`config.mk`:
```
export PLATFORM = sky130hd
export DESIGN_NAME = weight_load_sequencer
export DESIGN_NICKNAME = d
export VERILOG_FILES = /design/src/rtl/weight_load_pkg.sv /design/src/rtl/weight_load_sequencer_index_counter_2d.sv /design/src/rtl/weight_load_sequencer.sv
export SDC_FILE = /design/constraint.sdc
export NUM_CORES = 1
export LEC_CHECK = 0
export CORE_ASPECT_RATIO = 1.75
export CORE_MARGIN = 2
export CORE_UTILIZATION = 50
export DETAILED_ROUTE_END_ITERATION = 10
export PLACE_DENSITY = 0.75
export SYNTH_ARGS = -nofsm -noshare
export SYNTH_HDL_FRONTEND = slang
export SYNTH_SLANG_ARGS = --single-unit
```
`constraint.sdc`:
```
create_clock -name clk -period 5.6 [get_ports clk]
set_clock_uncertainty 0.15 [all_clocks]
set_input_delay 0.84 -clock clk [delete_from_list [all_inputs] [get_ports clk]]
set_output_delay 0.84 -clock clk [all_outputs]
set_load 0.005 [all_outputs]
```
`src/rtl/weight_load_pkg.sv`:
```
// Shared types for the weight-load sequencer.
// State encoding and the default index width.
package weight_load_pkg;

    typedef enum logic [1:0] {
        IDLE,
        LOAD,
        DONE
    } wl_state_t;

    localparam int WL_INDEX_WIDTH = 32;

endpackage

```
`src/rtl/weight_load_sequencer_index_counter_2d.sv`:
```
// Row-fastest / layer-slowest index walker.
// Holds at the final (layer, row) instead of wrapping.
module index_counter_2d #(
    parameter int W = 32
) (
    input  logic         clk,
    input  logic         rst_n,
    input  logic         clear,
    input  logic         advance,
    input  logic [W-1:0] rows,
    input  logic [W-1:0] layers,
    output logic [W-1:0] row,
    output logic [W-1:0] layer,
    output logic         last
);

    logic [W-1:0] rows_m1;
    logic [W-1:0] layers_m1;
    logic         row_end;

    assign rows_m1   = rows - W'(1);
    assign layers_m1 = layers - W'(1);
    assign row_end   = (row == rows_m1);
    assign last      = row_end && (layer == layers_m1);

    // Index registers: clear on a new sequence, step on each accepted beat.
    always_ff @(posedge clk or negedge rst_n) begin
        if (!rst_n) begin
            row   <= '0;
            layer <= '0;
        end else if (clear) begin
            row   <= '0;
            layer <= '0;
        end else if (advance && !last) begin
            if (row_end) begin
                row   <= '0;
                layer <= layer + W'(1);
            end else begin
                row <= row + W'(1);
            end
        end
    end

endmodule

```
`src/rtl/weight_load_sequencer.sv`:
```
// Ordered (layer, row) weight-load beat generator.
// Optional pause input enabled by WEIGHT_LOAD_SEQ_HOLD_EN.
module weight_load_sequencer
    import weight_load_pkg::*;
#(
    parameter int INDEX_WIDTH = WL_INDEX_WIDTH
) (
    input  logic                   clk,
    input  logic                   rst_n,
    input  logic                   start,
    input  logic [INDEX_WIDTH-1:0] num_layers,
    input  logic [INDEX_WIDTH-1:0] num_rows,
    input  logic                   w_ready,
`ifdef WEIGHT_LOAD_SEQ_HOLD_EN
    input  logic                   hold,
`endif
    output logic                   is_load,
    output logic [INDEX_WIDTH-1:0] w_row_index,
    output logic [INDEX_WIDTH-1:0] w_layer_index,
    output logic                   busy,
    output logic                   done
);

    wl_state_t              state;
    wl_state_t              state_nx;
    logic [INDEX_WIDTH-1:0] layers_q;
    logic [INDEX_WIDTH-1:0] rows_q;
    logic                   clear;
    logic                   accept;
    logic                   last;
    logic                   zero_size;

    assign zero_size = (num_layers == '0) || (num_rows == '0);

    // State register and count latch; counts only change on a new sequence.
    always_ff @(posedge clk or negedge rst_n) begin
        if (!rst_n) begin
            state    <= IDLE;
            layers_q <= '0;
            rows_q   <= '0;
        end else begin
            state <= state_nx;
            if (clear) begin
                layers_q <= num_layers;
                rows_q   <= num_rows;
            end
        end
    end

    // Next-state and output decode.
    always_comb begin
        state_nx = state;
        is_load  = 1'b0;
        busy     = 1'b0;
        done     = 1'b0;
        clear    = 1'b0;
        accept   = 1'b0;
        unique case (state)
            IDLE: begin
                if (start) begin
                    if (zero_size) begin
                        state_nx = DONE;
                    end else begin
                        clear    = 1'b1;
                        state_nx = LOAD;
                    end
                end
            end
            LOAD: begin
                busy = 1'b1;
`ifdef WEIGHT_LOAD_SEQ_HOLD_EN
                is_load = !hold;
`else
                is_load = 1'b1;
`endif
                accept = is_load && w_ready;
                if (accept && last) begin
                    state_nx = DONE;
                end
            end
            DONE: begin
                busy     = 1'b1;
                done     = 1'b1;
                state_nx = IDLE;
            end
            default: state_nx = IDLE;
        endcase
    end

    index_counter_2d #(
        .W(INDEX_WIDTH)
    ) u_idx (
        .clk     (clk),
        .rst_n   (rst_n),
        .clear   (clear),
        .advance (accept),
        .rows    (rows_q),
        .layers  (layers_q),
        .row     (w_row_index),
        .layer   (w_layer_index),
        .last    (last)
    );

endmodule

```
==> results.toml, run 1 <==
[sta]
fin_crit_sh_pct = 87.4
worstMarginPinSlew_ns = 0.940
final_hold_viol_count = 0
relSlewSlack_pct = 37.3
finalSetupViolCount = 0
fmax_mhz = 204
setup_tns_ns = 0
final.min_clock_period_ns = 4.89
rsz0062_at_grt = "false"
slew_violations = 0

[worst_setup_path]
cp.arrival_ns = 5.10
cpMostUsedCell = "a21oi_1"
start_kind = "flop"
criticalPathCategory = "flop to flop"
path_buf_inv = 2
worst_r2r_path_depth = 13
r2r_setup_slack_ns = 0.71
crit_family = "simple AND/OR/NAND/NOR gates"
cp_slowest_cell = "a2111oi_0"
cp_data_required_time_ns = 5.80
cp-startpoint = "rows_q[0]"
cp_num_cells = 13
cp_slowest_stage_delay_ns = 0.69
timing.rr.end = "u_idx.layer[26]"
crit_path_end = "u_idx.layer[26]"
rr_startpoint = "rows_q[0]"
crit_path_max_fanout = 18
path_cells = "inv_1 -> ha_1 -> nor3b_1 -> nand4_1 -> a2111oi_0 -> a21oi_1 -> nor3_1 -> and3_1 -> o311ai_2 -> or2_1 -> buf_4 -> or4_1 -> a21oi_1"
crit_path_end_kind = "flop"

[global_route]
grt_pass1_vias = 8512
track_usage_pct = 29.4
grt_pass1_wl_um = 43900
grt_max_degree = 51
antenna_found_initial = 0
global_route.overflow_total = 0

[logic_synthesis]
synthCells = 987
ys_ff_latch = 130
syn-num-nets = 1062
synth-edff-count = 0
synth_top_area_share_pct = 36.7
synth_adder_area_share_pct = 0.989
synth_ff_type = "dfrtp_1"
synth.area.top_cells = "dfrtp_1 (37%), mux2_2 (7.2%), xnor2_1 (6.4%)"
postSynthAreaPerCell_um2 = 8.97
synth_top_family_by_area = "simple AND/OR/NAND/NOR gates"
synth-warning-count = 0
synth_xor_area_share_pct = 8.41
ys_async_sr_fraction_pct = 100
synth_cell_type_count = 76
synth_compound_area_share_pct = 12.8
yosys.area.top_type = "dfrtp_1"
synthSimpleGateAreaFrac_pct = 29.2
synthMuxAreaShare_pct = 8.17
syn_area_um2 = 8850
yosysSeqAreaShare_pct = 36.7

[drt]
drt-initial-drc-count = 435
drtAntennaViolNets = 0
wl_um = 27500
viasPerCell = 6.30
via_count = 8455
drc = 0
wire_per_inst_um = 20.5
dr.pass1.iters = 8

[clock_tree]
numCtsBuffers = 17
cts.path.max_buffers = 2
clk_latency_ns = 0.43
cts-hold-fix-buffers = 0
root_buffer = "clkbuf_16"
htree_levels = 4
path_clk_slew_ns = 0.06
cts_setup_buffers = 0
cts_tree = "done"
cts_resized = 0
cts.sinks = 130

[layout]
fin_util_pct = 62.7
drive_gt1_share_pct = 11.5
final_net_count = 1172
stdcell_count = 1341
num_antenna_cells = 0
syn2layout_area_growth_pct = 23.6

[outcome]
status = "complete, no violations"

[placement]
place.gp.congestion = 0.930
dp.final_hpwl_um = 20800
dpl.cell_count = 1309
io_buffers = 134

[power]
p_leak_nw = 4.25
p_per_area_nw_per_um2 = 412
ir_drop_mv = 0.232

[die]
die_h_um = 180
core_area_um2 = 17500
initial_core_util_pct = 50.7
num_rows = 64
die_area_um2 = 18800
die_w_um = 105
io_pins = 135

[job]
maxCapViolations = 0

[min_path]
min_path_type = "input pin to async pin"
[layout by cell type (no fill, tap or decap), drive strengths merged, types with 14 or more instances in the layout]
| cell | n |
|---|---|
| or3 | 31 |
| nor4 | 51 |
| and3 | 37 |
| buf | 16 |
| inv | 23 |
| dfrtp | 130 |
| clkdlybuf4s50 | 133 |
| nand2 | 64 |
| o21ai | 38 |
| mux2 | 58 |
| xor2 | 20 |
| nand3 | 46 |
| or4 | 14 |
| nand4 | 25 |
| a21oi | 30 |
| nor3 | 65 |
| clkbuf | 20 |
| nor2 | 57 |
| a211o | 29 |
| xnor2 | 65 |
[where the power goes]
| group | internal, mW | leakage [nW] | switching, mW |
|---|---|---|---|
| Sequential | 1.20 | 1.67 | 0.496 |
| Clock | 0.679 | 0.282 | 0.448 |
| Combinational | 0.815 | 2.30 | 0.877 |
[cell usage after synthesis (30+ instances only)]
| cell type | n |
|---|---|
| nor2_1 | 57 |
| xnor2_1 | 65 |
| dfrtp_1 | 130 |
| nand3_1 | 46 |
| nor3_1 | 65 |
| nand2_1 | 64 |
| clkbuf_1 | 45 |
| and3_1 | 37 |
| mux2_2 | 57 |
| nor4_1 | 48 |
| or3_1 | 30 |
| a21oi_1 | 30 |
[metal layers]
metal | global-route usage, % | vias up | routed length, µm
met4 | 16.9 | 0 | 1620
met2 | 55.5 | 324 | 15000
li1 | - | 3914 | -
met5 | 0 | - | 0
met1 | 30.6 | 4110 | 9640
met3 | 3.73 | 107 | 1200
[metrics by stage]
step / setup WS, ns / hold slack (ns) / area (µm²) / power (mW)
2_1_floorplan: 1.47 / 0.351 / 8850 / 2.82
3_3_place_gp: 0.958 / 0.393 / 10400 / 3.33
3_5_place_dp: 0.824 / 0.401 / 10400 / 3.36
4_1_cts: 0.795 / 0.260 / 10900 / 4.50
5_1_grt: 0.234 / 0.280 / 10900 / 4.76
6_report: 0.706 / 0.238 / 10900 / 4.51
[worst reg2reg max path, cell delays in order, from the launching register on]
cell and delay, ns:
dfrtp_1 0.46, inv_1 0.11, ha_1 0.26, nor3b_1 0.52, nand4_1 0.45, a2111oi_0 0.69, a21oi_1 0.22, nor3_1 0.21
and3_1 0.22, o311ai_2 0.13, or2_1 0.45, buf_4 0.30, or4_1 0.51, a21oi_1 0.16
[flip-flops by register name (all words and copies together), names as in the netlist]
register     cells
layers_q        32
rows_q          32
state            2
u_idx.layer     32
u_idx.row       32
[worst min path at each step]
stage	endpoint	slack, ns	depth (start not counted)
2_1_floorplan	rows_q[31]	0.35	1
3_3_place_gp	rows_q[29]	0.39	1
3_5_place_dp	rows_q[29]	0.40	1
4_1_cts	u_idx.row[8]	0.26	1
5_1_grt	u_idx.row[8]	0.28	1
6_report	rows_q[11]	0.24	1
[cells by family (layout without fill, tap and decap cells)]
logic type	after synthesis	after routing
muxes	65	65
adders and majority gates	7	7
buffers and inverters	80	203
DFF	130	130
AOI/OAI and AO/OA	160	160
xor gates and xnor gates	85	85
and+or+nand+nor	460	460
[cell type report]
class / instances / area (µm²)
Clock inverter: 12 / 133
Fill cell: 1567 / 6520
Sequential cell: 130 / 3250
Multi-Input combinational cell: 777 / 5280
Clock buffer: 20 / 457
Timing Repair Buffer: 149 / 1450
Tap cell: 231 / 289
Inverter: 22 / 82.6
Note: power is estimated with default switching activity, not from simulation.
==> inputs of run 2 (changes only) <==
CORE_MARGIN = 5   (was 2)
CORE_UTILIZATION = 35   (was 50)
PLACE_DENSITY = default   (was 0.75)
==> results.toml, run 2 (synthesis results as in run 1) <==
[outcome]
status = "complete, no violations"

[layout]
final_common_cell = "clkdlybuf4s50_1"
drive_gt1_share_pct = 11.0
final_net_count = 1167
nFillCells = 2409
mostFrequentLayoutCells = "clkdlybuf4s50_1 (133), dfrtp_1 (130), xnor2_1 (65), nor3_1 (65), nand2_1 (63)"
num_antenna_cells = 0
syn2layout_area_growth_pct = 24.7

[clock_tree]
clk_latency_ns = 0.43
root_buffer = "clkbuf_16"
cts_tree = "done"
cts.sinks = 130
cts_resized = 0
path_clk_slew_ns = 0.05
cts-hold-fix-buffers = 0
numCtsBuffers = 17
htree_levels = 4
cts_setup_buffers = 0
cts.path.max_buffers = 2

[placement]
dp.final_hpwl_um = 22200
io_buffers = 134
place.gp.congestion = 0.953

[sta]
slew_violations = 0
relSlewSlack_pct = 35.2
fmax_mhz = 192
fin_crit_sh_pct = 93.0
worstMarginPinSlew_ns = 0.972
finalSetupViolCount = 0
final_hold_viol_count = 0
fin_hold_ws_ns = 0.346
rsz0062_at_grt = "false"
setup_tns_ns = 0
final.min_clock_period_ns = 5.21

[worst_setup_path]
worst_r2r_path_depth = 12
cp_slowest_stage_delay_ns = 0.66
rr_startpoint = "rows_q[0]"
crit_family = "simple AND/OR/NAND/NOR gates"
cp.arrival_ns = 5.40
path_cells = "inv_1 -> ha_1 -> nor3b_1 -> nand4_1 -> nor3_1 -> mux2i_1 -> o31ai_1 -> nor4_1 -> o311ai_2 -> or2_1 -> or4_1 -> a21oi_1"
timing.rr.end = "u_idx.layer[31]"
crit_path_max_fanout = 34
cp_data_required_time_ns = 5.79
path_buf_inv = 1
start_kind = "flop"
r2r_setup_slack_ns = 0.39
cp_slowest_cell = "or2_1"
crit_path_end_kind = "flop"
criticalPathCategory = "flop to flop"

[die]
die_h_um = 220
initial_core_util_pct = 35.2
core_area_um2 = 25100
die_area_um2 = 28700
io_pins = 135
die_w_um = 130
num_rows = 77

[drt]
wire_per_inst_um = 20.5
wl_um = 29100
via_count = 8235
drc = 0
dr.pass1.iters = 6
drt-initial-drc-count = 486
viasPerCell = 5.80
drtAntennaViolNets = 0

[global_route]
grt_max_degree = 87
antenna_found_initial = 0
grt_pass1_vias = 8209
track_usage_pct = 20.6
global_route.overflow_total = 0
grt_pass1_wl_um = 45500

[job]
maxCapViolations = 0

[power]
ir_drop_mv = 0.192
p_leak_nw = 4.24
p_per_area_nw_per_um2 = 413

[min_path]
min_path_type = "input pin to async pin"
==> run 2: report_power, final <==
| group | total (mW) | switching (mW) | internal [mW] |
|---|---|---|---|
| clock network | 1.18 | 0.433 | 0.745 |
| registers | 1.68 | 0.486 | 1.20 |
| logic | 1.70 | 0.884 | 0.812 |
==> run 2: worst max path at each step <==
stage / from / end / slack, ns / cells past startpoint
after global routing: rows_q[0] / u_idx.layer[31] / 0.03 / 12
after detailed placement: rows_q[0] / u_idx.layer[31] / 0.44 / 12
after floorplan: rows_q[0] / u_idx.layer[18] / 1.47 / 13
after global placement: rows_q[0] / u_idx.layer[31] / 0.66 / 12
after CTS: rows_q[0] / u_idx.layer[31] / 0.41 / 12
final: rows_q[0] / u_idx.layer[31] / 0.39 / 12
==> run 2: worst register-to-register path: cells and delay by family, from the launching register on <==
kind	cells	cell delay [ns]
flops	1	0.46
compound gates	3	0.66
simple gates	6	3.22
mux	1	0.25
fa+ha+maj	1	0.28
buf+inv	1	0.12
==> run 2: layout make-up <==
cell class,instances,area [µm²],area share [%]
clock buffers,23,488,4.42
clock inverters,9,128,1.16
well taps,316,395,3.58
inverters,22,82.6,0.748
multi-input cells,777,5280,47.8
flip-flops and latches,130,3250,29.5
repair buffers,144,1420,12.8
==> run 2: routing by layer <==
metal / up-vias / part of all wire [%] / track usage, %
li1: 3908 / - / -
met1: 4039 / 36 / 21.3
met2: 229 / 56 / 39.0
met3: 59 / 4.3 / 3.79
met4: 0 / 4.0 / 10.1
met5: - / 0 / 0
==> run 2: through the flow <==
step                      utilization (%)  cell area [µm²]  worst slack, ns  instances  power [mW]
final                                43.9            11000            0.392       1421        4.56
after global routing                 43.9            11000           0.0270       1421        4.84
after global placement               41.5            10400            0.659       1389        3.35
after CTS                            43.9            11000            0.413       1421        4.58
after detailed placement             41.5            10400            0.440       1389        3.38
after floorplan                         -             8850             1.47        987        2.82
